`src/rtl/spi_pkg.sv`:
```
// ============================================================================
//  Module      : spi_pkg
//  Description : Shared SPI frame-controller state encoding and sizing helpers.
//  Revision    : 1.0
// ============================================================================
`default_nettype none

package spi_pkg;

    typedef enum logic [2:0] {
        ST_IDLE      = 3'd0,
        ST_START     = 3'd1,
        ST_WAIT_ACK  = 3'd2,
        ST_WAIT_DONE = 3'd3,
        ST_GAP       = 3'd4,
        ST_FIN       = 3'd5
    } spi_state_e;

    // Shared down-counter width; covers both GAP_CYCLES and ACK_TIMEOUT (<= 255).
    localparam int unsigned c_timer_w = 8;

    function automatic int unsigned calc_nbytes(input int unsigned data_w,
                                                input int unsigned spi_w);
        return data_w / spi_w;
    endfunction

endpackage

`default_nettype wire

```
`src/rtl/spi_gap_timer.sv`:
```
// ============================================================================
//  Module      : spi_gap_timer
//  Description : Loadable down-counter; expired while the count sits at zero.
//  Revision    : 1.0
// ============================================================================
`default_nettype none

module spi_gap_timer
    import spi_pkg::*;
(
    input  logic                 clk,
    input  logic                 rst_n,
    input  logic                 load_i,
    input  logic [c_timer_w-1:0] load_val_i,
    output logic                 expired_o
);

    logic [c_timer_w-1:0] count_q;

    always_ff @(posedge clk or negedge rst_n) begin
        if (!rst_n) begin
            count_q <= '0;
        end else if (load_i) begin
            count_q <= load_val_i;
        end else if (count_q != '0) begin
            count_q <= count_q - 1'b1;
        end
    end

    assign expired_o = (count_q == '0);

endmodule

`default_nettype wire

```
`src/rtl/spi_master_frame_ctrl.sv`:
```
// ============================================================================
//  Module      : spi_master_frame_ctrl
//  Description : Splits a DATA_WIDTH frame into MSB-first SPI driver transactions.
//  Revision    : 1.0
// ============================================================================
`default_nettype none

module spi_master_frame_ctrl
    import spi_pkg::*;
#(
    parameter int unsigned DATA_WIDTH     = 32,
    parameter int unsigned SPI_DATA_WIDTH = 8,
    parameter int unsigned GAP_CYCLES     = 2,
    parameter int unsigned ACK_TIMEOUT    = 16
)(
    input  logic                      clk,
    input  logic                      rst,
    input  logic                      req,
    input  logic [DATA_WIDTH-1:0]     tx_word,
    output logic                      busy,
    output logic                      done,
    output logic                      err,
    output logic [DATA_WIDTH-1:0]     rx_word,
    output logic                      spi_start,
    output logic [SPI_DATA_WIDTH-1:0] spi_tx,
    input  logic [SPI_DATA_WIDTH-1:0] spi_rx,
    input  logic                      spi_ready
);

    localparam int unsigned c_nbytes = calc_nbytes(DATA_WIDTH, SPI_DATA_WIDTH);
    localparam int unsigned c_cnt_w  = $clog2(c_nbytes + 1);
    localparam logic [c_timer_w-1:0] c_ack_load = c_timer_w'(ACK_TIMEOUT - 1);
    localparam logic [c_timer_w-1:0] c_gap_load =
        (GAP_CYCLES > 0) ? c_timer_w'(GAP_CYCLES - 1) : '0;

    spi_state_e                state_q;
    logic [DATA_WIDTH-1:0]     tx_sh_q;
    logic [DATA_WIDTH-1:0]     rx_sh_q;
    logic [DATA_WIDTH-1:0]     rx_word_q;
    logic [c_cnt_w-1:0]        cnt_q;
    logic                      busy_q;
    logic                      done_q;
    logic                      err_q;
    logic                      start_q;
    logic [SPI_DATA_WIDTH-1:0] spi_tx_q;

    logic [DATA_WIDTH-1:0]     tx_shift_d;
    logic [DATA_WIDTH-1:0]     rx_shift_d;
    logic                      last_byte;
    logic                      tmr_load;
    logic [c_timer_w-1:0]      tmr_val;
    logic                      tmr_expired;

    assign tx_shift_d = tx_sh_q << SPI_DATA_WIDTH;
    assign rx_shift_d = DATA_WIDTH'({rx_sh_q, spi_rx});
    assign last_byte  = (cnt_q == c_cnt_w'(c_nbytes - 1));

    // The ack window is armed on the edge into START, so the timeout counts from
    // the spi_start cycle itself; the gap window is armed while waiting for done.
    always_comb begin
        tmr_load = 1'b0;
        tmr_val  = c_ack_load;
        case (state_q)
            ST_IDLE: tmr_load = 1'b1;
            ST_WAIT_DONE: begin
                tmr_load = 1'b1;
                if (GAP_CYCLES != 0) begin
                    tmr_val = c_gap_load;
                end
            end
            ST_GAP:  tmr_load = tmr_expired;
            default: tmr_load = 1'b0;
        endcase
    end

    spi_gap_timer u_timer (
        .clk        (clk),
        .rst_n      (rst),
        .load_i     (tmr_load),
        .load_val_i (tmr_val),
        .expired_o  (tmr_expired)
    );

    always_ff @(posedge clk or negedge rst) begin
        if (!rst) begin
            state_q   <= ST_IDLE;
            tx_sh_q   <= '0;
            rx_sh_q   <= '0;
            rx_word_q <= '0;
            cnt_q     <= '0;
            busy_q    <= 1'b0;
            done_q    <= 1'b0;
            err_q     <= 1'b0;
            start_q   <= 1'b0;
            spi_tx_q  <= '0;
        end else begin
            start_q <= 1'b0;
            done_q  <= 1'b0;
            err_q   <= 1'b0;
            case (state_q)
                ST_IDLE: begin
                    if (req && spi_ready) begin
                        tx_sh_q  <= tx_word;
                        rx_sh_q  <= '0;
                        cnt_q    <= '0;
                        spi_tx_q <= tx_word[DATA_WIDTH-1 -: SPI_DATA_WIDTH];
                        start_q  <= 1'b1;
                        busy_q   <= 1'b1;
                        state_q  <= ST_START;
                    end
                end
                ST_START: state_q <= ST_WAIT_ACK;
                ST_WAIT_ACK: begin
                    if (!spi_ready) begin
                        state_q <= ST_WAIT_DONE;
                    end else if (tmr_expired) begin
                        err_q   <= 1'b1;
                        state_q <= ST_FIN;
                    end
                end
                ST_WAIT_DONE: begin
                    if (spi_ready) begin
                        tx_sh_q <= tx_shift_d;
                        rx_sh_q <= rx_shift_d;
                        cnt_q   <= cnt_q + 1'b1;
                        if (last_byte) begin
                            // rx_word only moves on success so a timeout leaves it intact.
                            rx_word_q <= rx_shift_d;
                            done_q    <= 1'b1;
                            state_q   <= ST_FIN;
                        end else if (GAP_CYCLES == 0) begin
                            spi_tx_q <= tx_shift_d[DATA_WIDTH-1 -: SPI_DATA_WIDTH];
                            start_q  <= 1'b1;
                            state_q  <= ST_START;
                        end else begin
                            state_q <= ST_GAP;
                        end
                    end
                end
                ST_GAP: begin
                    if (tmr_expired) begin
                        spi_tx_q <= tx_sh_q[DATA_WIDTH-1 -: SPI_DATA_WIDTH];
                        start_q  <= 1'b1;
                        state_q  <= ST_START;
                    end
                end
                ST_FIN: begin
                    busy_q  <= 1'b0;
                    state_q <= ST_IDLE;
                end
                default: state_q <= ST_IDLE;
            endcase
        end
    end

    assign busy      = busy_q;
    assign done      = done_q;
    assign err       = err_q;
    assign rx_word   = rx_word_q;
    assign spi_start = start_q;
    assign spi_tx    = spi_tx_q;

endmodule

`default_nettype wire

```
`config.mk`:
```
export PLATFORM = sky130hd
export DESIGN_NAME = spi_master_frame_ctrl
export DESIGN_NICKNAME = d
export VERILOG_FILES = /design/src/rtl/spi_pkg.sv /design/src/rtl/spi_gap_timer.sv /design/src/rtl/spi_master_frame_ctrl.sv
export SDC_FILE = /design/constraint.sdc
export NUM_CORES = 1
export LEC_CHECK = 0
export ABC_AREA = 0
export BUFFER_PORTS_ARGS = -buffer_cell sky130_fd_sc_hd__buf_2
export CORE_MARGIN = 2
export CORE_UTILIZATION = 62
export CTS_BUF_LIST = sky130_fd_sc_hd__clkbuf_8
export DETAILED_ROUTE_END_ITERATION = 7
export GPL_ROUTABILITY_DRIVEN = 0
export PLACE_DENSITY = 0.87
export SLEW_MARGIN = 20
export SYNTH_ARGS = -nofsm -noshare
export SYNTH_HDL_FRONTEND = slang
export SYNTH_SLANG_ARGS = --single-unit
export TNS_END_PERCENT = 100
```
`constraint.sdc`:
```
create_clock -name clk -period 3.4 [get_ports clk]
set_input_delay 0.51 -clock clk [delete_from_list [all_inputs] [get_ports clk]]
set_output_delay 0.51 -clock clk [all_outputs]
set_load 0.1 [all_outputs]
```
---- Word level (Yosys, flattened, before mapping) ----
Cells that the tools add are included.
storage, ports and cells
  flip-flop bits (word level) ............. 114
  bits in latches ......................... 0
  RAM bits ................................ 0
  bits in read-only memories .............. 0
  input port bits ......................... 44
  output and inout bits ................... 44
  word-level logic and storage cells ...... 70
  memories kept ........................... 0
operators by class
  $add $sub $neg .......................... 2
  $mul .................................... 0
  divide/modulo/power cells ............... 0
  magnitude comparators ................... 0
  equal/unequal tests ..................... 10
  shift-type cells ........................ 0
  muxes and demuxes ....................... 33
  bitwise operators ....................... 0
  reductions and logical operators ........ 14
operators by type and width
  kind                                                                 number
  32-bit 2-to-1 mux                                                    2
  32-bit one-hot mux with 2 select lines                               1
  24-bit 2-to-1 mux                                                    2
  24-bit one-hot mux with 2 select lines                               1
  8-bit 2-to-1 mux                                                     4
  3-bit 2-to-1 mux                                                     7
  8-bit one-hot mux with 2 select lines                                1
  3-bit one-hot mux with 5 select lines                                1
  3-bit by 2-bit == test with 1-bit output (second input constant)     3
  1-bit 2-to-1 mux                                                     9
  3-bit AND reduction                                                  3
  8-bit zero test                                                      1
  2-bit nonzero test                                                   4
  8-bit nonzero test                                                   1
  8-bit by 1-bit subtractor with 8-bit output (second input constant)  1
  3-bit == test (second input constant)                                2
  2-bit inequality test (second input constant)                        3
  1-bit one-hot mux with 2 select lines                                3
  3-bit one-hot mux with 2 select lines                                1
  4-bit 2-to-1 mux                                                     1
  4-bit AND reduction                                                  1
  3-bit by 1-bit adder with 3-bit output (second input constant)       1
  3-bit by 1-bit == test with 1-bit output (second input constant)     1
  3-bit zero test                                                      1
  4 further kinds                                                      4

---- Logic depth before layout (Yosys ltp) ----
  word-level depth ........................ 4
  depth in mapped cells ................... 8
  depth with buffers taken out ............ 6

---- By module ----
From an unflattened synthesis, not the netlist that was laid out.
unflattened totals
  cells, all modules ...................... 408
  area, all modules ....................... 5180.0 um2
by module, submodules not included
  module                 times used  cells an instance  area each (um2)  seq. area each (um2)
  spi_master_frame_ctrl  1           354                4703.3           2652.5
  spi_gap_timer          1           54                 476.7            200.2

---- Least setup slack after synthesis ----
No wires, ideal clock.
  kind .................................... register to register
  start ................................... register u_timer.count_q[0]
  end ..................................... register spi_tx_q[0] (netlist: spi_tx[0])
  library setup time ...................... 126 ps
  arrival ................................. 1813 ps
  required time ........................... 3274 ps
  setup slack ............................. 1461 ps
  stages on the path, launching flop included .. 9
  path buffers ............................ 2
  period minus slack after synthesis ...... 1939 ps
  cell sequence ........................... dfrtp_1 > inv_1 > ha_1 > or3b_1 > buf_2 > nor2_4 > a21o_1 > buf_6 > mux2_4
on the way
  cells in the longest elaborated chain, start to end .. 3
RTL lines
  element                          RTL line                      text
  start, declared                  spi_gap_timer.sv:18           logic [c_timer_w-1:0] count_q;
  start signal, assigned           spi_gap_timer.sv:24           count_q <= load_val_i;
  start signal, assigned           spi_gap_timer.sv:26           count_q <= count_q - 1'b1;
  8-bit zero test                  spi_gap_timer.sv:30           assign expired_o = (count_q == '0);
  2-bit inequality test (no line)  --
  3-bit AND reduction (no line)    --
  end signal, assigned             spi_master_frame_ctrl.sv:106  spi_tx_q <= tx_word[DATA_WIDTH-1 -: SPI_DATA_WIDTH];
  end signal, assigned             spi_master_frame_ctrl.sv:132  spi_tx_q <= tx_shift_d[DATA_WIDTH-1 -: SPI_DATA_WIDTH];
  end signal, assigned             spi_master_frame_ctrl.sv:142  spi_tx_q <= tx_sh_q[DATA_WIDTH-1 -: SPI_DATA_WIDTH];
  end, declared                    spi_master_frame_ctrl.sv:45   logic [SPI_DATA_WIDTH-1:0] spi_tx_q;
Every way passes these cells.
A chain may end at the register's enable or synchronous reset.

---- Worst setup path after layout ----
  start ................................... register state_q[2]
  end ..................................... register spi_tx_q[1] (netlist: spi_tx[1])
on the way
  cells in the longest elaborated chain, start to end .. 3
  elaborated cells between the ends (all ways) .. 7
  classes of those cells .................. 3 x eq/ne; 1 x mux; 3 x reduce/logical
RTL lines
  element                                                                       RTL line                      text
  start, declared                                                               spi_master_frame_ctrl.sv:36   spi_state_e state_q;
  start signal, assigned                                                        spi_master_frame_ctrl.sv:86   state_q <= ST_IDLE;
  start signal, assigned                                                        spi_master_frame_ctrl.sv:109  state_q <= ST_START;
  start signal, assigned                                                        spi_master_frame_ctrl.sv:112  ST_START: state_q <= ST_WAIT_ACK;
  3-bit == test / 3-bit zero test (equally long branches)                       spi_master_frame_ctrl.sv:100  case (state_q)
  2-bit inequality test (no line) / 2-bit nonzero test (equally long branches)  --
  3-bit AND reduction (no line)                                                 --
Several ways; a longest one is shown, not always the timed one.

==> results.json <==
{
  "end_kind": "register",
  "num_antenna_cells": 0,
  "synth_top_area_cell": "dfrtp_1",
  "final_core_util_pct": 74.9,
  "dp_slack_ps": 975,
  "synth_ff_type": "dfrtp_1",
  "cp-start-kind": "register",
  "start_util_pct": 63.7,
  "antenna_found_initial": 0,
  "max_freq_mhz": 406,
  "cp.arrival_ps": 2770,
  "vias_per_cell": 5.58,
  "cts_tree": "built",
  "cts_setup_buffers": 0,
  "ant_nets": 0,
  "core_area_mm2": 0.00769,
  "fin_crit_ps": 2460,
  "die_area_mm2": 0.00863,
  "multi_input_area_mm2": 0.00187,
  "final_cell_mix": "dfrtp_1, nand2_1, buf_2",
  "grt_setup_unrepaired": "no",
  "synth_edf_count": 0,
  "ys_types": 42,
  "p_seq_share_pct": 38.3,
  "cts_inserted_buffers": 17,
  "grt_overflow": 0,
  "clkPwrFrac_pct": 23.8,
  "grt_max_degree": 75,
  "clock_skew_ps": 16.2,
  "power_per_cell_area_mw_per_mm2": 938,
  "layout_commonest_cell": "dfrtp_1",
  "drt-total-wl_um": 9690,
  "firstDrtPassIters": 5,
  "die_h_um": 92.9,
  "p_int_mw": 3.06,
  "yosysWarnings": 0,
  "whs_ps": 174,
  "async_flop_share_pct": 100,
  "min_path_type": "in -> async",
  "cts.clk_slew.worst_paths_ps": 70,
  "fin_setup_tns_ps": 0,
  "pin_count": 88,
  "cts_resized": 0,
  "syn_nets": 498,
  "ys_ff_latch": 114,
  "required_ps": 3700,
  "first_global_vias": 3458,
  "status": "finished, final reports clean",
  "final.setup.worst_slack_ps": 936,
  "vias": 3596,
  "drv_slew": 0,
  "synth_top_area_share_pct": 58.3,
  "synth.avg_cell_area_um2": 10.9,
  "clkSinkCount": 114,
  "seq_area_mm2": 0.00285,
  "drv_cap": 0,
  "num_rows": 32,
  "syn_to_final_growth_pct": 17.6,
  "crit_type": "reg -> reg",
  "hold_viol": 0,
  "swShare_pct": 43.4,
  "cts_max_path_buffers": 2,
  "vdd_drop_max_mv": 0.669,
  "setup_viol": 0,
  "p_leak_nw": 2.99,
  "clock-root-buffer": "clkbuf_8",
  "portBuffers": 87,
  "netlist_area_mm2": 0.00490,
  "htree_levels": 4,
  "drt-initial-drc-count": 221,
  "ys_seq_area_share_pct": 58.3,
  "drc_errors": 0,
  "post-route-period-util_pct": 72.5,
  "worst_pin_slew_ps": 837,
  "synth_cells": 450,
  "hpwl_um": 6240,
  "nNetsFinal": 577,
  "p_comb_share_pct": 37.9,
  "ys_top_cells_by_area": "dfrtp_1, mux2_2, nand2_1, a31oi_1, nand3_1",
  "drive_gt1_share_pct": 32.7,
  "die_w_um": 92.9,
  "track_usage_pct": 24.1,
  "nFillCells": 539,
  "critPathMaxFanout": 12,
  "cts_hold_buf": 0,
  "post_drt_wl_per_cell_um": 15.0,
  "grt_pass1_wl_um": 16200,
  "clk_latency_ps": 430,
  "p_sw_mw": 2.35,
  "max_slew_margin_pct": 44.1
}
[flip-flops by register name, indices dropped and copies added (netlist names)]
register and count:
spi_start 1, rx_sh_q 24, spi_tx 8, u_timer.count_q 8
done 1, rx_word 32, state_q 3, tx_sh_q 32
err 1, busy 1, cnt_q 3
[layer usage]
metal / GRT usage [%] / vias up / wire (µm) / part of all wire (%)
li1: - / 1696 / - / -
met1: 32.0 / 1774 / 4130 / 43
met2: 38.0 / 112 / 4850 / 50
met3: 7.49 / 14 / 585 / 6.0
met4: 8.33 / 0 / 120 / 1.2
met5: 0 / - / 0 / 0
[power by group through the flow]
stage               sequential, mW  combinational (mW)  clock (mW)
finish                        2.07                2.05        1.29
global placement              2.06                1.99           0
floorplan                     2.64                1.12           0
detailed placement            2.08                2.05           0
global route                  2.12                2.23        1.37
CTS                           2.07                2.05        1.30
[cell usage after synthesis (all sizes together) (2+ instances only)]
| library cell | number |
|---|---|
| or3 | 2 |
| inv | 4 |
| nand3 | 27 |
| mux2 | 48 |
| a22o | 8 |
| xor2 | 5 |
| a21oi | 6 |
| o211ai | 2 |
| clkbuf | 11 |
| or4 | 2 |
| nor3 | 7 |
| a21o | 2 |
| ha | 4 |
| nor2 | 34 |
| a31oi | 26 |
| buf | 20 |
| nand2 | 108 |
| nor2b | 2 |
| dfrtp | 114 |
| o31ai | 2 |
| o22ai | 4 |
[metrics by stage]
step           total power [mW]  area [µm²]  std cells
6_report                   5.41        5760        644
5_1_grt                    5.72        5760        644
4_1_cts                    5.42        5760        644
3_5_place_dp               4.13        5350        612
3_3_place_gp               4.04        5350        612
2_1_floorplan              3.77        4900        450
[path summary, 6_finish.rpt]
path	slack, ps	cells past startpoint	to	startpoint
max reg2reg	940	4	spi_tx[1]$_DFFE_PN0P_	state_q[2]$_DFFE_PN0P_
min in group clk	300	2	tx_sh_q[1]$_DFFE_PN0P_	tx_word[1]
max	940	4	spi_tx[1]$_DFFE_PN0P_	state_q[2]$_DFFE_PN0P_
max in group asynchronous	2470	2	tx_sh_q[28]$_DFFE_PN0P_	rst
min	170	1	u_timer.count_q[5]$_DFFE_PN0P_	rst
min reg2reg	470	2	rx_sh_q[22]$_DFFE_PN0P_	rx_sh_q[22]$_DFFE_PN0P_
[area by class of cell]
type | instances | share of cell area [%]
clock buffers | 19 | 4.54
clock inverters | 13 | 2.61
inverters | 4 | 0.261
multi-input cells | 301 | 32.5
flip-flops and latches | 114 | 49.5
well taps | 102 | 2.22
repair buffers | 91 | 8.34
[worst max-delay path, cell delays in order (launching register included)]
cell	delay (ps)
dfrtp_1	610
nor2b_1	310
nor2b_1	600
a21o_1	480
mux2_4	340
[cells by family after synthesis]
family | synth area share [%]
compound gates | 7.54
flops | 58.3
buf+inv | 3.70
simple gates | 16.8
xor+xnor | 1.07
fa+ha+maj | 1.02
mux | 11.7
Power figures use the tool's default switching activity.
